File: src/rtl/strobe_pkg.sv
// Shared types and constants for the strobe sequencer.
package strobe_pkg;

  typedef enum logic [1:0] {
    StIdle,
    StLoad,
    StOn,
    StOff
  } strobe_state_e;

  // Default build configuration.
  localparam int unsigned NchDefault = 4;
  localparam int unsigned TwDefault  = 16;

  // The gap register sits one address past the last channel on-time register.
  localparam int unsigned GAP_ADDR = NchDefault;

  // Power-up values of the programmable timing registers.
  localparam int unsigned RstOntime = 0;
  localparam int unsigned RstGap    = 1;

  // Gap register address for an arbitrary channel count.
  function automatic int unsigned gap_addr(input int unsigned nch);
    return nch;
  endfunction

endpackage

File: src/rtl/sync2.sv
// Two-flop synchronizer for slow, asynchronous level inputs (switches).
module sync2 #(
  parameter int unsigned Width = 1
) (
  input  logic             clk_i,
  input  logic             rst_ni,
  input  logic [Width-1:0] d_i,
  output logic [Width-1:0] q_o
);

  logic [Width-1:0] meta_q;
  logic [Width-1:0] sync_q;

  // Two-stage capture; the first stage may go metastable, the second is used.
  always_ff @(posedge clk_i or negedge rst_ni) begin
    if (!rst_ni) begin
      meta_q <= '0;
      sync_q <= '0;
    end else begin
      meta_q <= d_i;
      sync_q <= meta_q;
    end
  end

  assign q_o = sync_q;

endmodule

File: src/rtl/strobe_sequencer.sv
// Round-robin strobe sequencer: one enabled channel at a time, each for its
// programmed on-time, separated by a dead-time gap, once per frame.
module strobe_sequencer
  import strobe_pkg::*;
#(
  parameter int unsigned NCH = NchDefault,
  parameter int unsigned TW  = TwDefault,
  localparam int unsigned AW = $clog2(NCH + 1),
  localparam int unsigned CW = $clog2(NCH)
) (
  input  logic           SCLOCK,
  input  logic           RESET,
  input  logic           SW17,
  input  logic [NCH-1:0] SW3t0,
  input  logic           cfg_we,
  input  logic [AW-1:0]  cfg_addr,
  input  logic [TW-1:0]  cfg_data,
  output logic [NCH-1:0] PWM,
  output logic [CW-1:0]  active_ch,
  output logic           frame_start,
  output logic           frame_done,
  output logic           busy
);

  localparam logic [AW-1:0] GapAddr = AW'(gap_addr(NCH));

  logic           run_s;
  logic [NCH-1:0] mask_s;

  sync2 #(
    .Width(1)
  ) u_sync_run (
    .clk_i (SCLOCK),
    .rst_ni(RESET),
    .d_i   (SW17),
    .q_o   (run_s)
  );

  sync2 #(
    .Width(NCH)
  ) u_sync_mask (
    .clk_i (SCLOCK),
    .rst_ni(RESET),
    .d_i   (SW3t0),
    .q_o   (mask_s)
  );

  logic [TW-1:0]  ontime_q    [NCH];
  logic [TW-1:0]  gap_q;
  logic [TW-1:0]  ontime_sh_q [NCH];
  logic [TW-1:0]  gap_sh_q;
  logic [NCH-1:0] eff_sh_q;
  logic [NCH-1:0] eff_live;
  logic [TW-1:0]  gap_eff;

  strobe_state_e  state_q, state_d;
  logic [CW-1:0]  ch_q, ch_d;
  logic [TW-1:0]  cnt_q, cnt_d;
  logic           abort_q, abort_d;
  logic           done_d;

  logic [NCH-1:0] pwm_q;
  logic           frame_start_q;
  logic           frame_done_q;
  logic           busy_q;

  logic           first_vld;
  logic [CW-1:0]  first_ch;
  logic           next_vld;
  logic [CW-1:0]  next_ch;

  // Live configuration registers, writable at any time.
  always_ff @(posedge SCLOCK or negedge RESET) begin
    if (!RESET) begin
      for (int i = 0; i < NCH; i++) ontime_q[i] <= TW'(RstOntime);
      gap_q <= TW'(RstGap);
    end else if (cfg_we) begin
      if (cfg_addr == GapAddr) gap_q <= cfg_data;
      for (int i = 0; i < NCH; i++) begin
        if (cfg_addr == AW'(i)) ontime_q[i] <= cfg_data;
      end
    end
  end

  // Zero on-time disables a channel even if its mask switch is on.
  always_comb begin
    eff_live = '0;
    for (int i = 0; i < NCH; i++) eff_live[i] = mask_s[i] && (ontime_q[i] != '0);
  end

  // Snapshot taken on the edge leaving LOAD, so a write during LOAD misses it.
  always_ff @(posedge SCLOCK or negedge RESET) begin
    if (!RESET) begin
      for (int i = 0; i < NCH; i++) ontime_sh_q[i] <= TW'(RstOntime);
      gap_sh_q <= TW'(RstGap);
      eff_sh_q <= '0;
    end else if (state_q == StLoad) begin
      for (int i = 0; i < NCH; i++) ontime_sh_q[i] <= ontime_q[i];
      gap_sh_q <= gap_q;
      eff_sh_q <= eff_live;
    end
  end

  assign gap_eff = (gap_sh_q == '0) ? TW'(1) : gap_sh_q;

  // Priority encoders: first channel of a new frame, next channel above ch_q.
  always_comb begin
    first_vld = 1'b0;
    first_ch  = '0;
    next_vld  = 1'b0;
    next_ch   = '0;
    for (int i = NCH - 1; i >= 0; i--) begin
      if (eff_live[i]) begin
        first_vld = 1'b1;
        first_ch  = CW'(i);
      end
      if (eff_sh_q[i] && (i > int'(ch_q))) begin
        next_vld = 1'b1;
        next_ch  = CW'(i);
      end
    end
  end

  // Next-state logic; abort_q remembers a run-switch drop that ends the frame early.
  always_comb begin
    state_d = state_q;
    ch_d    = ch_q;
    cnt_d   = cnt_q;
    abort_d = abort_q;
    unique case (state_q)
      StIdle: begin
        if (run_s) state_d = StLoad;
      end
      StLoad: begin
        abort_d = 1'b0;
        if (first_vld) begin
          state_d = StOn;
          ch_d    = first_ch;
          cnt_d   = ontime_q[first_ch];
        end else begin
          state_d = StIdle;
        end
      end
      StOn: begin
        if (!run_s || (cnt_q == TW'(1))) begin
          state_d = StOff;
          cnt_d   = gap_eff;
          abort_d = abort_q | !run_s;
        end else begin
          cnt_d = cnt_q - TW'(1);
        end
      end
      StOff: begin
        if (!run_s && next_vld) abort_d = 1'b1;
        if (cnt_q == TW'(1)) begin
          if (next_vld && !abort_d) begin
            state_d = StOn;
            ch_d    = next_ch;
            cnt_d   = ontime_sh_q[next_ch];
          end else if (!next_vld && !abort_q && run_s) begin
            state_d = StLoad;
          end else begin
            state_d = StIdle;
          end
        end else begin
          cnt_d = cnt_q - TW'(1);
        end
      end
      default: state_d = StIdle;
    endcase
  end

  // frame_done marks the final gap cycle of a frame that was not cut short.
  assign done_d = (state_d == StOff) && (cnt_d == TW'(1)) && !abort_d && !next_vld;

  // State, counters and registered outputs, all decoded from next state.
  always_ff @(posedge SCLOCK or negedge RESET) begin
    if (!RESET) begin
      state_q       <= StIdle;
      ch_q          <= '0;
      cnt_q         <= '0;
      abort_q       <= 1'b0;
      pwm_q         <= '0;
      frame_start_q <= 1'b0;
      frame_done_q  <= 1'b0;
      busy_q        <= 1'b0;
    end else begin
      state_q       <= state_d;
      ch_q          <= ch_d;
      cnt_q         <= cnt_d;
      abort_q       <= abort_d;
      pwm_q         <= (state_d == StOn) ? (NCH'(1) << ch_d) : '0;
      frame_start_q <= (state_d == StLoad);
      frame_done_q  <= done_d;
      busy_q        <= (state_d != StIdle);
    end
  end

  assign PWM         = pwm_q;
  assign active_ch   = ch_q;
  assign frame_start = frame_start_q;
  assign frame_done  = frame_done_q;
  assign busy        = busy_q;

endmodule

File: config.mk
export PLATFORM = sky130hd
export DESIGN_NAME = strobe_sequencer
export DESIGN_NICKNAME = d
export VERILOG_FILES = /design/src/rtl/strobe_pkg.sv /design/src/rtl/sync2.sv /design/src/rtl/strobe_sequencer.sv
export SDC_FILE = /design/constraint.sdc
export NUM_CORES = 1
export LEC_CHECK = 0
export BUFFER_PORTS_ARGS = -buffer_cell sky130_fd_sc_hd__buf_2
export CORE_MARGIN = 2
export CORE_UTILIZATION = 55
export DETAILED_ROUTE_END_ITERATION = 8
export PLACE_DENSITY_LB_ADDON = 0.3
export SYNTH_ARGS = -nofsm -noshare
export SYNTH_HDL_FRONTEND = slang
export SYNTH_HIERARCHICAL = 1
export SYNTH_SLANG_ARGS = --single-unit
File: constraint.sdc
create_clock -name SCLOCK -period 11.3 [get_ports SCLOCK]
set_input_delay 0 -clock SCLOCK [delete_from_list [all_inputs] [get_ports SCLOCK]]
set_output_delay 0 -clock SCLOCK [all_outputs]
set_load 0.1 [all_outputs]
==> flow_summary.ini <==
[timing]
setup_viol = 0
clock.fmax_ghz = 0.219
slew_headroom_pct = 13.2
rsz0062_at_grt = false
skew_ps = 19.7
drv_slew = 0
hold_viol = 0
period_needed_ps = 4570
setup_tns_ps = 0
period_share_pct = 40.4
worst-slew-pin-transition_ps = 1290

[logic_synthesis]
synth_top_area_share_pct = 50.2
synth-edff-count = 0
synthMuxAreaShare_pct = 9.71
yosys-top-cells-area = dfrtp_1, nand2_1, mux2_2, clkbuf_1, o21ai_0
yosysUniqueCellTypes = 68
syn_inst = 1042
yosysTopAreaCell = dfrtp_1
synth_compound_area_share_pct = 14.0
ys_seq_elements = 201
synth_top_family_by_area = simple AND/OR/NAND/NOR gates
synth-xor-area-share_pct = 1.06
async_flop_share_pct = 100
netlist_area_um2 = 9920
ys_seq_area_share_pct = 50.7
postSynthNetCount = 1071
ys.flop_type = dfrtp_1
synth-simple-area-share_pct = 21.5
ys_warn_count = 6
synth_area_per_cell_um2 = 9.52
synth-adder-area-share_pct = 0.252

[setup_path]
cp.arrival_ps = 5020
critPathTopFamily = simple AND/OR/NAND/NOR gates
crit_path_cell_trace = inv_1 -> ha_1 -> or4b_2 -> or4_1 -> nor3_1 -> a32oi_1 -> a31oi_1 -> nor3_1 -> or4_4 -> nor3_2 -> and4bb_1
path_buf_inv = 1
worstReg2RegEnd = frame_done$_DFF_PN0_
cp_max_fo = 16
critical_path.startpoint_type = register
r2r_slack_ps = 6730
reg2reg_from = cnt_q[1]$_DFF_PN0_
worst_ep_required_time_ps = 11750
slowest_delay_ps = 850
cp_slowest_cell = or4_1
worstSetupPathType = register to register
cp-end-kind = register
path_common_cell = nor3_1
r2r_cells = 11

[final_layout]
diodes = 0
fillers = 1419
syn2layout_area_growth_pct = 14.7
final_area_um2 = 11400
drive_gt1_share_pct = 18.3
layout_commonest_cell = nand2_1
fin_nets = 1108
final_cell_mix = nand2_1, dfrtp_1, mux2_2

[floorplanning]
start_util_pct = 55.6
rows = 49
die_area_um2 = 19100
chipHeight_um = 138
die_w_um = 138
io_pins = 36
core_um2 = 17800

[job]
cap_violations = 0

[power]
ir_drop_mv = 0.145
cellPowerDensity_nw_per_um2 = 211
p_leak_uw = 0.00511

[worst_hold_path]
hp-class = input port to asynchronous set/reset pin

[routing]
antenna_left = 0
first_iter_violations = 1257
vias_per_cell = 6.70
wl_per_cell_um = 25.4
drt-total-wl_um = 33700
drc = 0
dr.pass1.iters = 6
vias = 8867

[placement]
dpl_cell_area_um2 = 10300
portBuffers = 35
place_hpwl_um = 22900
gp_congestion = 0.940

[grt]
gr-usage-all-layers_pct = 34.9
grt_max_degree = 78
grt_pass1_vias = 8593
grt_remaining_overflow = 0
grt_pass1_wl_um = 51900
grt_antenna_before_repair = 0

[clock_network]
cts-root-buf = clkbuf_16
cts_tree = built
clkLatencyLatePin_ps = 520
cts_buffers = 22
post_cts_buffers = 0
clkSlewWorstSetupHoldPaths_ps = 60
clock-sinks = 201
ctsLongestPathBuffers = 3
htreeDepth = 1

[status]
status = finished clean
-- registers in the layout (all words and copies together), names as in the netlist --
register / flops
eff_sh_q: 3
active_ch: 2
ontime_q: 64
PWM: 4
ontime_sh_q: 64
frame_start: 1
abort_q: 1
u_sync_run/q_o: 1
gap_sh_q: 16
u_sync_mask/q_o: 4
busy: 1
cnt_q: 16
gap_q: 16
u_sync_run/meta_q: 1
state_q: 2
u_sync_mask/meta_q: 4
frame_done: 1
-- synth_stat cells (3+ instances only) --
| cell type | count |
|---|---|
| a22oi_1 | 5 |
| nand2_1 | 285 |
| nand3_1 | 29 |
| o2111ai_1 | 3 |
| a221oi_1 | 6 |
| nand2b_1 | 5 |
| inv_1 | 9 |
| nor3b_1 | 4 |
| xnor2_1 | 7 |
| a221o_1 | 3 |
| a211oi_1 | 19 |
| o22ai_1 | 4 |
| o221ai_1 | 5 |
| nand4_1 | 4 |
| nor4b_1 | 3 |
| o2bb2ai_1 | 3 |
| a32oi_1 | 12 |
| o311ai_0 | 5 |
| xor2_1 | 5 |
| mux2i_1 | 4 |
| mux2_2 | 82 |
| a31oi_1 | 14 |
| or3_1 | 7 |
| a311oi_1 | 3 |
| nor4_1 | 13 |
| clkbuf_1 | 61 |
| o21ai_0 | 45 |
| o41ai_1 | 4 |
| or4_1 | 23 |
| nor2_1 | 45 |
| nor3_1 | 22 |
| nor2b_1 | 3 |
| dfrtp_1 | 199 |
| and3_1 | 8 |
| o211ai_1 | 9 |
| a21oi_1 | 33 |
| o41a_1 | 4 |
| or2_2 | 4 |
-- where the power goes --
group / internal, uW / switching, uW / total, uW
Sequential: 863 / 179 / 1040
Clock: 496 / 298 / 794
Combinational: 213 / 352 / 565
Total: 1570 / 829 / 2400
-- worst max path at each step --
stage / cells after the start / startpoint / end / slack, ps
floorplan: 11 / cnt_q[10]$_DFF_PN0_ / frame_done$_DFF_PN0_ / 7650
global placement: 10 / cnt_q[0]$_DFF_PN0_ / frame_done$_DFF_PN0_ / 6960
detailed placement: 11 / cnt_q[1]$_DFF_PN0_ / frame_done$_DFF_PN0_ / 6840
CTS: 11 / cnt_q[1]$_DFF_PN0_ / frame_done$_DFF_PN0_ / 6790
global route: 11 / cnt_q[1]$_DFF_PN0_ / frame_done$_DFF_PN0_ / 6530
finish: 11 / cnt_q[1]$_DFF_PN0_ / frame_done$_DFF_PN0_ / 6730
-- layout make-up --
class | count | area [um2] | share of cell area [%]
tap | 229 | 287 | 2.52
multi-input combinational | 769 | 4670 | 41.0
clock buffer | 30 | 652 | 5.73
timing repair buffer | 76 | 547 | 4.81
sequential | 201 | 5030 | 44.2
inverter | 9 | 33.8 | 0.297
clock inverter | 10 | 159 | 1.40
-- through the flow --
step / worst slack [ps] / power, uW / std cells / utilization [%] / hold WS (ps)
2_1_floorplan: 7650 / 1360 / 1042 / - / -296
4_1_cts: 6790 / 2380 / 1324 / 63.8 / 46.0
3_5_place_dp: 6840 / 1580 / 1262 / 58.0 / 6.62
3_3_place_gp: 6960 / 1570 / 1262 / 58.0 / 4.48
5_1_grt: 6530 / 2490 / 1324 / 63.8 / 73.2
6_report: 6730 / 2400 / 1324 / 63.8 / 18.6
-- metal layers --
metal / up-vias / wire length [um] / track usage, %
met4: 0 / 1270 / 12.1
li1: 3828 / - / -
met1: 4380 / 14000 / 49.8
met2: 550 / 15000 / 53.4
met3: 109 / 3460 / 7.59
met5: - / 0 / 0
-- repair_timing --
action	CTS	global route
hold buffers	22	0
gates resized for setup	0	0
hold endpoints to repair	145	0
-- logic make-up (layout without fill, tap and decap cells) --
family                   Yosys count  after routing
adder cells (fa/ha/maj)            2              2
flip-flops                       201            201
buffers and inverters             72            125
AND/OR/NAND/NOR                  469            469
multiplexers                      86             86
AO/OA/AOI/OAI                    200            200
XOR/XNOR                          12             12
(Power assumes the default switching activity.)
